File: config.mk
export PLATFORM = sky130hd
export DESIGN_NAME = regfile_scoreboard
export DESIGN_NICKNAME = d
export VERILOG_FILES = /design/src/rtl/regfile_scoreboard.sv
export SDC_FILE = /design/constraint.sdc
export NUM_CORES = 2
export LEC_CHECK = 0
export ABC_CLOCK_PERIOD_IN_PS = 7900
export CAP_MARGIN = 10
export CORE_ASPECT_RATIO = 1.1
export CORE_MARGIN = 5
export CORE_UTILIZATION = 41
export DETAILED_ROUTE_END_ITERATION = 7
export SLEW_MARGIN = 20
export SYNTH_ARGS = -nofsm -noshare
export SYNTH_HDL_FRONTEND = slang
export SYNTH_SLANG_ARGS = --single-unit
File: constraint.sdc
create_clock -name clk -period 7.9 [get_ports clk]
set_clock_uncertainty 0.05 [all_clocks]
set_input_delay 1.185 -clock clk [delete_from_list [all_inputs] [get_ports clk]]
set_output_delay 1.185 -clock clk [all_outputs]
set_load 0.005 [all_outputs]
File: src/rtl/regfile_scoreboard.sv
`default_nettype none
// ============================================================================
//  Module      : regfile_scoreboard
//  Description : 2-read / 1-write register file with per-register pending
//                (scoreboard) bits and a registered pending-register count.
//                Combinational reads; out-of-range and hardwired-zero
//                addresses read 0 and are always ready.
//                Optional write-through bypass: define REGFILE_BYPASS_EN.
//  Revision    : 1.0 - initial release
// ============================================================================
module regfile_scoreboard #(
    parameter int  DATA_W   = 32,
    parameter int  NUM_REGS = 32,
    parameter int  ADDR_W   = 5,
    parameter int  ZERO_REG = 1,
    localparam int CNT_W    = $clog2(NUM_REGS + 1)
) (
    input  logic              clk,
    input  logic              rst_n,
    input  logic [ADDR_W-1:0] rd_addr_a_i,
    input  logic [ADDR_W-1:0] rd_addr_b_i,
    output logic [DATA_W-1:0] rd_data_a_o,
    output logic [DATA_W-1:0] rd_data_b_o,
    output logic              rd_ready_a_o,
    output logic              rd_ready_b_o,
    input  logic              wr_en_i,
    input  logic [ADDR_W-1:0] wr_addr_i,
    input  logic [DATA_W-1:0] wr_data_i,
    input  logic              rsv_en_i,
    input  logic [ADDR_W-1:0] rsv_addr_i,
    output logic [CNT_W-1:0]  pending_cnt_o
);

    // Index width of the storage arrays; addresses are range-checked before
    // being truncated to this width.
    localparam int              IDX_W      = (NUM_REGS > 1) ? $clog2(NUM_REGS) : 1;
    localparam logic [ADDR_W:0] c_NUM_REGS = (ADDR_W + 1)'(NUM_REGS);

    logic [DATA_W-1:0]   regs_q [NUM_REGS];
    logic [NUM_REGS-1:0] pending_q;
    logic [NUM_REGS-1:0] pending_d;
    logic [CNT_W-1:0]    cnt_q;
    logic [CNT_W-1:0]    cnt_d;

    logic w_wr_ok;
    logic w_rsv_ok;
    logic w_set;
    logic w_clr;

    // True for addresses backed by a real, writable register.
    function automatic logic addr_ok(input logic [ADDR_W-1:0] a);
        return ({1'b0, a} < c_NUM_REGS) && !((ZERO_REG != 0) && (a == '0));
    endfunction

    function automatic logic [IDX_W-1:0] idx(input logic [ADDR_W-1:0] a);
        return a[IDX_W-1:0];
    endfunction

    // Returns {ready, data} for one read port.
    function automatic logic [DATA_W:0] lookup(input logic [ADDR_W-1:0] a);
        logic [DATA_W:0] res;
        res = {1'b1, {DATA_W{1'b0}}};
        if (addr_ok(a)) begin
`ifdef REGFILE_BYPASS_EN
            if (w_wr_ok && (wr_addr_i == a)) begin
                res = {1'b1, wr_data_i};
            end else begin
                res = {~pending_q[idx(a)], regs_q[idx(a)]};
            end
`else
            res = {~pending_q[idx(a)], regs_q[idx(a)]};
`endif
        end
        return res;
    endfunction

    // Write is gated by rst_n so a write in a reset cycle never bypasses.
    assign w_wr_ok  = rst_n && wr_en_i && addr_ok(wr_addr_i);
    assign w_rsv_ok = rsv_en_i && addr_ok(rsv_addr_i);

    // Read port A: combinational lookup.
    always_comb begin
        {rd_ready_a_o, rd_data_a_o} = lookup(rd_addr_a_i);
    end

    // Read port B: combinational lookup.
    always_comb begin
        {rd_ready_b_o, rd_data_b_o} = lookup(rd_addr_b_i);
    end

    // Next pending vector and count delta; reserve overrides a same-register write.
    always_comb begin
        pending_d = pending_q;
        if (w_wr_ok) begin
            pending_d[idx(wr_addr_i)] = 1'b0;
        end
        if (w_rsv_ok) begin
            pending_d[idx(rsv_addr_i)] = 1'b1;
        end
        w_set = w_rsv_ok && !pending_q[idx(rsv_addr_i)];
        w_clr = w_wr_ok && pending_q[idx(wr_addr_i)]
                && !(w_rsv_ok && (rsv_addr_i == wr_addr_i));
        cnt_d = cnt_q + CNT_W'(w_set) - CNT_W'(w_clr);
    end

    // Register storage.
    always_ff @(posedge clk or negedge rst_n) begin
        if (!rst_n) begin
            for (int i = 0; i < NUM_REGS; i++) begin
                regs_q[i] <= '0;
            end
        end else if (w_wr_ok) begin
            regs_q[idx(wr_addr_i)] <= wr_data_i;
        end
    end

    // Scoreboard bits and their running population count.
    always_ff @(posedge clk or negedge rst_n) begin
        if (!rst_n) begin
            pending_q <= '0;
            cnt_q     <= '0;
        end else begin
            pending_q <= pending_d;
            cnt_q     <= cnt_d;
        end
    end

    assign pending_cnt_o = cnt_q;

endmodule
`default_nettype wire
== Word level (Yosys, flattened, before mapping) ==
Index checks and enable logic that the tools add are counted.
Storage, ports and cells
  bits in registers: 1062
  latch bits: 0
  bits in writable memories: 0
  bits in read-only memories: 0
  input bits: 56
  output and inout bits: 72
  memories: 0
Operators by class
  add/sub/neg operators: 2
  multipliers: 0
  div/mod/pow operators: 0
  $lt $le $gt $ge: 10
  eq/ne operators: 1
  shift operators: 0
  muxes and demuxes: 25
  bitwise logic cells: 8
  reductions and logical operators: 18
Operators with widths (count)
  $bwmux 1024: 1
  $bmux 32 s5: 2
  $mux 32: 7
  $demux 32 s5: 1
  $mux 33: 2
  $and 32x32->32: 1
  $not 32->32: 1
  $or 32x32->32: 1
  $lt 5x6->1 const B: 4
  $bmux 1 s5: 4
  $logic_not 5->1: 4
  $ge 6x6->1 const B: 3
  $not 5->6: 3
  $demux 1 s5: 2
  $ge 5x1->1 const B: 2
  $logic_and 1x1->1: 10
  $add 6x1->6: 1
  $lt 6x1->1 const B: 1
  $mux 1: 6
  $sub 6x1->6: 1
  $eq 5x5->1: 1
  $logic_not 1->1: 4
  $not 1->1: 2

== Longest topological paths before layout ==
  depth after elaboration: 9
  mapped depth: 15
  gate-level depth less buffers: 13

== Least setup slack after synthesis ==
OpenSTA, ideal clock, no wires.
  path kind: in2reg
  from: input rsv_addr_i[0]
  to: register cnt_q[5], in the netlist pending_cnt_o[5]
  data arrival time: 3.781 ns
  setup slack: 3.983 ns
  stages on the path: 11
  path through: mux4_2 > and3b_1 > or4_1 > o22a_1 > ha_1 > inv_1 > ha_1 > a21o_1 > a21o_1 > a2111o_1 > o211ai_1
Between the ends
  longest elaborated chain between the ends: 7
RTL lines
  start, declared: RTL line 30  | input logic [ADDR_W-1:0] rsv_addr_i,
  branches (longest 6 deep; another with $add 6x1->6)
  $sub 6x1->6 (*): RTL line 103  | cnt_d = cnt_q + CNT_W'(w_set) - CNT_W'(w_clr);
  named net cnt_d[5]: RTL line 43  | logic [CNT_W-1:0] cnt_d;
  end signal, assigned: RTL line 124  | cnt_q <= cnt_d;
  end, declared: RTL line 42  | logic [CNT_W-1:0] cnt_q;
Mark *: on every way through the listed nets, which the timed path passes. The select of a mux whose other input is x is not followed.
A chain may end at the register's enable or synchronous reset.

== Worst setup path in the final report ==
  from: input rd_addr_a_i[2]
  to: output rd_data_a_o[31]
Between the ends
  longest elaborated chain between the ends: 5
RTL lines
  start, declared: RTL line 20  | input logic [ADDR_W-1:0] rd_addr_a_i,
  $not 5->6 (implied by the code): RTL line 71  | res = {~pending_q[idx(a)], regs_q[idx(a)]};
  $bmux 32 s5: RTL line 71
  $mux 32 (implied by the code) (2 in a row): RTL line 71
  $mux 33 (*): RTL line 63  | if (addr_ok(a)) begin
  end, declared: RTL line 22  | output logic [DATA_W-1:0] rd_data_a_o,
Every way passes the cells marked *; elsewhere a longest branch is shown, timed or not. The select of a mux whose other input is x is not followed.

==> impl_metrics.json <==
{
  "r2r_slack_ns": 4.55,
  "place_congestion": 0.7949,
  "vias": 35550,
  "final_cell_mix": "dfrtp_1 (1,062), mux2_2 (987), mux4_2 (542), mux2i_1 (204), nand2_1 (203)",
  "multi_input_area_um2": 28900,
  "grt_usage": 0.2424,
  "end_kind": "primary output",
  "grt_max_degree": 155,
  "synth_top_area_share": 0.4631,
  "r2r-start": "pending_q[17]",
  "die_x_um": 366.7,
  "critPathMaxFanout": 49,
  "cts_sinks": 1062,
  "hold_start": "regs_q[1013]",
  "drive_above_1_share": 0.4921,
  "synth.area.top_cells": "dfrtp_1 (46%), mux4_2 (21%), mux2_2 (19%), mux2i_1 (3.6%), buf_2 (1.4%)",
  "outcome": "finished, final reports clean",
  "power_mw": 15.15,
  "reg2reg_to": "pending_cnt_o[5]",
  "drc": 0,
  "io_buffer_count": 127,
  "routedWlPerCell_um": 31.86,
  "setup_violations": 0,
  "finalCritPeriodShare": 0.7042,
  "finalMaxSlewViolations": 0,
  "final_common_cell": "dfrtp_1",
  "viasPerCell": 6.294,
  "clk_latency_ns": 0.72,
  "hold_depth": 0,
  "syn_nets": 3882,
  "synthToLayoutAreaGrowth_pct": 11.58,
  "worstSetupPathType": "in2out",
  "synthesis.area_um2": 57380,
  "cts_hold_buffers": 0,
  "post_cts_buffers": 0,
  "p_leak_nw": 28.11,
  "ios": 128,
  "pwr_density_cell_nw_per_um2": 236.7,
  "drt_iter0_markers": 3096,
  "initial_core_util": 0.4109,
  "antenna_found_initial": 11,
  "min_to": "regs_q[1013]",
  "tns_ns": 0,
  "arrival_ns": 4.33,
  "ys_async_sr_fraction": 1.000,
  "regArea_um2": 26580,
  "rsz0062_at_grt": "no",
  "cts_resized": 0,
  "final.min_clock_period_ns": 5.563,
  "setup_ws_ns": 2.337,
  "row_count": 144,
  "dp_slack_ns": 2.301,
  "netlist-cell-type-count": 52,
  "cts_tree": "yes",
  "core_um2": 139600,
  "synth.avg_cell_area_um2": 15.02,
  "synth-main-ff-cell": "dfrtp_1",
  "path_clk_slew_ns": 0.06,
  "fp.dieH_um": 402.4,
  "cts-root-buf": "clkbuf_16",
  "slew_headroom": 0.2295,
  "hpwl_um": 100300,
  "wirelength_um": 179900,
  "grt_pass1_wl_um": 262800,
  "finalNetCount": 3783,
  "critPathLaunchType": "primary input",
  "dr.pass1.iters": 5,
  "peakVddDrop_mv": 0.1820,
  "ys_warn_count": 0,
  "reg2reg_depth": 11,
  "ys_seq_elements": 1062,
  "filler_cell_count": 12150,
  "cts.path.max_buffers": 3,
  "worst_pin_slew_ns": 1.156,
  "cts_max_level": 3,
  "grt_pass1_vias": 36760,
  "synth_edf_count": 0,
  "dieArea_um2": 147500,
  "seq_area_frac_synth": 0.4631,
  "cp.required_ns": 6.66,
  "hold_viol": 0,
  "cts-buffers-inserted": 119,
  "gr-total-overflow": 0,
  "fmax_mhz": 179.7,
  "synth_cells": 3819,
  "drv_cap": 0,
  "worstHoldPathType": "reg2reg",
  "detail-route-antenna-nets": 0,
  "synth_area_leader_cell": "dfrtp_1"
}
worst max-delay path, stage by stage:
cell	delay, ns
clkbuf_8	0.38
buf_4	0.83
mux4_2	0.42
mux2i_1	0.46
a21oi_1	0.24
and3_1	0.25
clkdlybuf4s50_1	0.46
metrics by stage:
stage                     std cells  hold WS, ns  utilization  area, um2
after floorplan                3819       0.3913            -      57380
after global placement         5424       0.3266       0.4296      59990
after detailed placement       5424       0.3326       0.4296      59990
after CTS                      5645       0.3468       0.4587      64050
after global routing           5647       0.3553       0.4585      64020
final                          5648       0.3429       0.4585      64030
cells in the mapped netlist (2+ instances only):
master,count
buf_1,53
o211ai_1,2
buf_6,11
o2111ai_1,66
inv_1,16
nand2b_1,3
ha_1,6
o22ai_1,5
and2_1,2
nor2_4,4
mux2_2,987
a22o_1,11
xor2_1,4
mux2_1,7
o21ai_0,29
mux2i_1,204
clkbuf_1,166
a21o_1,3
mux4_2,542
nand2_2,5
a221oi_1,2
nor2b_1,8
nand2_1,209
o22a_1,3
nor3_1,6
nand3_1,7
nor2_1,19
a21oi_1,68
and3_1,64
nand4b_1,4
dfrtp_1,1062
buf_4,40
buf_2,166
nor3b_2,2
nor3b_1,5
nand4_1,3
nand3b_1,6
xnor2_1,5
logic make-up after synthesis:
| family | share of synthesized area |
|---|---|
| compound gates | 0.02268 |
| xor+xnor | 0.001374 |
| fa+ha+maj | 0.001657 |
| buf+inv | 0.03724 |
| flops | 0.4631 |
| mux | 0.4434 |
| simple gates | 0.03051 |
cell type report:
type | count | share of cell area
Tap cell | 1825 | 0.03566
Timing Repair Buffer | 216 | 0.03336
Sequential cell | 1062 | 0.4151
Clock inverter | 49 | 0.008989
Clock buffer | 172 | 0.05448
Antenna cell | 3 | 0.0001173
Multi-Input combinational cell | 2305 | 0.4514
Inverter | 16 | 0.0009380
flip-flops by register name, summed over array words and instances, names as in the netlist:
register and cells:
pending_q 32, regs_q 1024, pending_cnt_o 6
power breakdown:
| part | leakage, nW | total (mW) | switching [mW] | internal (mW) |
|---|---|---|---|---|
| registers | 14.1 | 6.71 | 0.537 | 6.18 |
| logic | 12.0 | 2.70 | 1.13 | 1.56 |
| clock network | 2.01 | 5.74 | 2.36 | 3.38 |
worst max path at each step:
stage	slack, ns	start	cells past startpoint	endpoint
global route	2.20	rd_addr_a_i[0]	7	rd_data_a_o[12]
CTS	2.29	rd_addr_a_i[2]	7	rd_data_a_o[31]
floorplan	3.98	rsv_addr_i[0]	11	pending_cnt_o[5]
global placement	2.31	rd_addr_a_i[2]	7	rd_data_a_o[31]
detailed placement	2.30	rd_addr_a_i[2]	7	rd_data_a_o[31]
finish	2.34	rd_addr_a_i[2]	7	rd_data_a_o[31]
metal layers:
layer  routed length [um]  GRT usage  vias up
met5                   40          0        -
met4                 6962    0.08459        6
met3                13050    0.05879      356
met2                83570     0.3802     1287
met1                76320     0.3321    19430
li1                     -          -    14460
No activity file was read; power rests on OpenSTA's default activity.
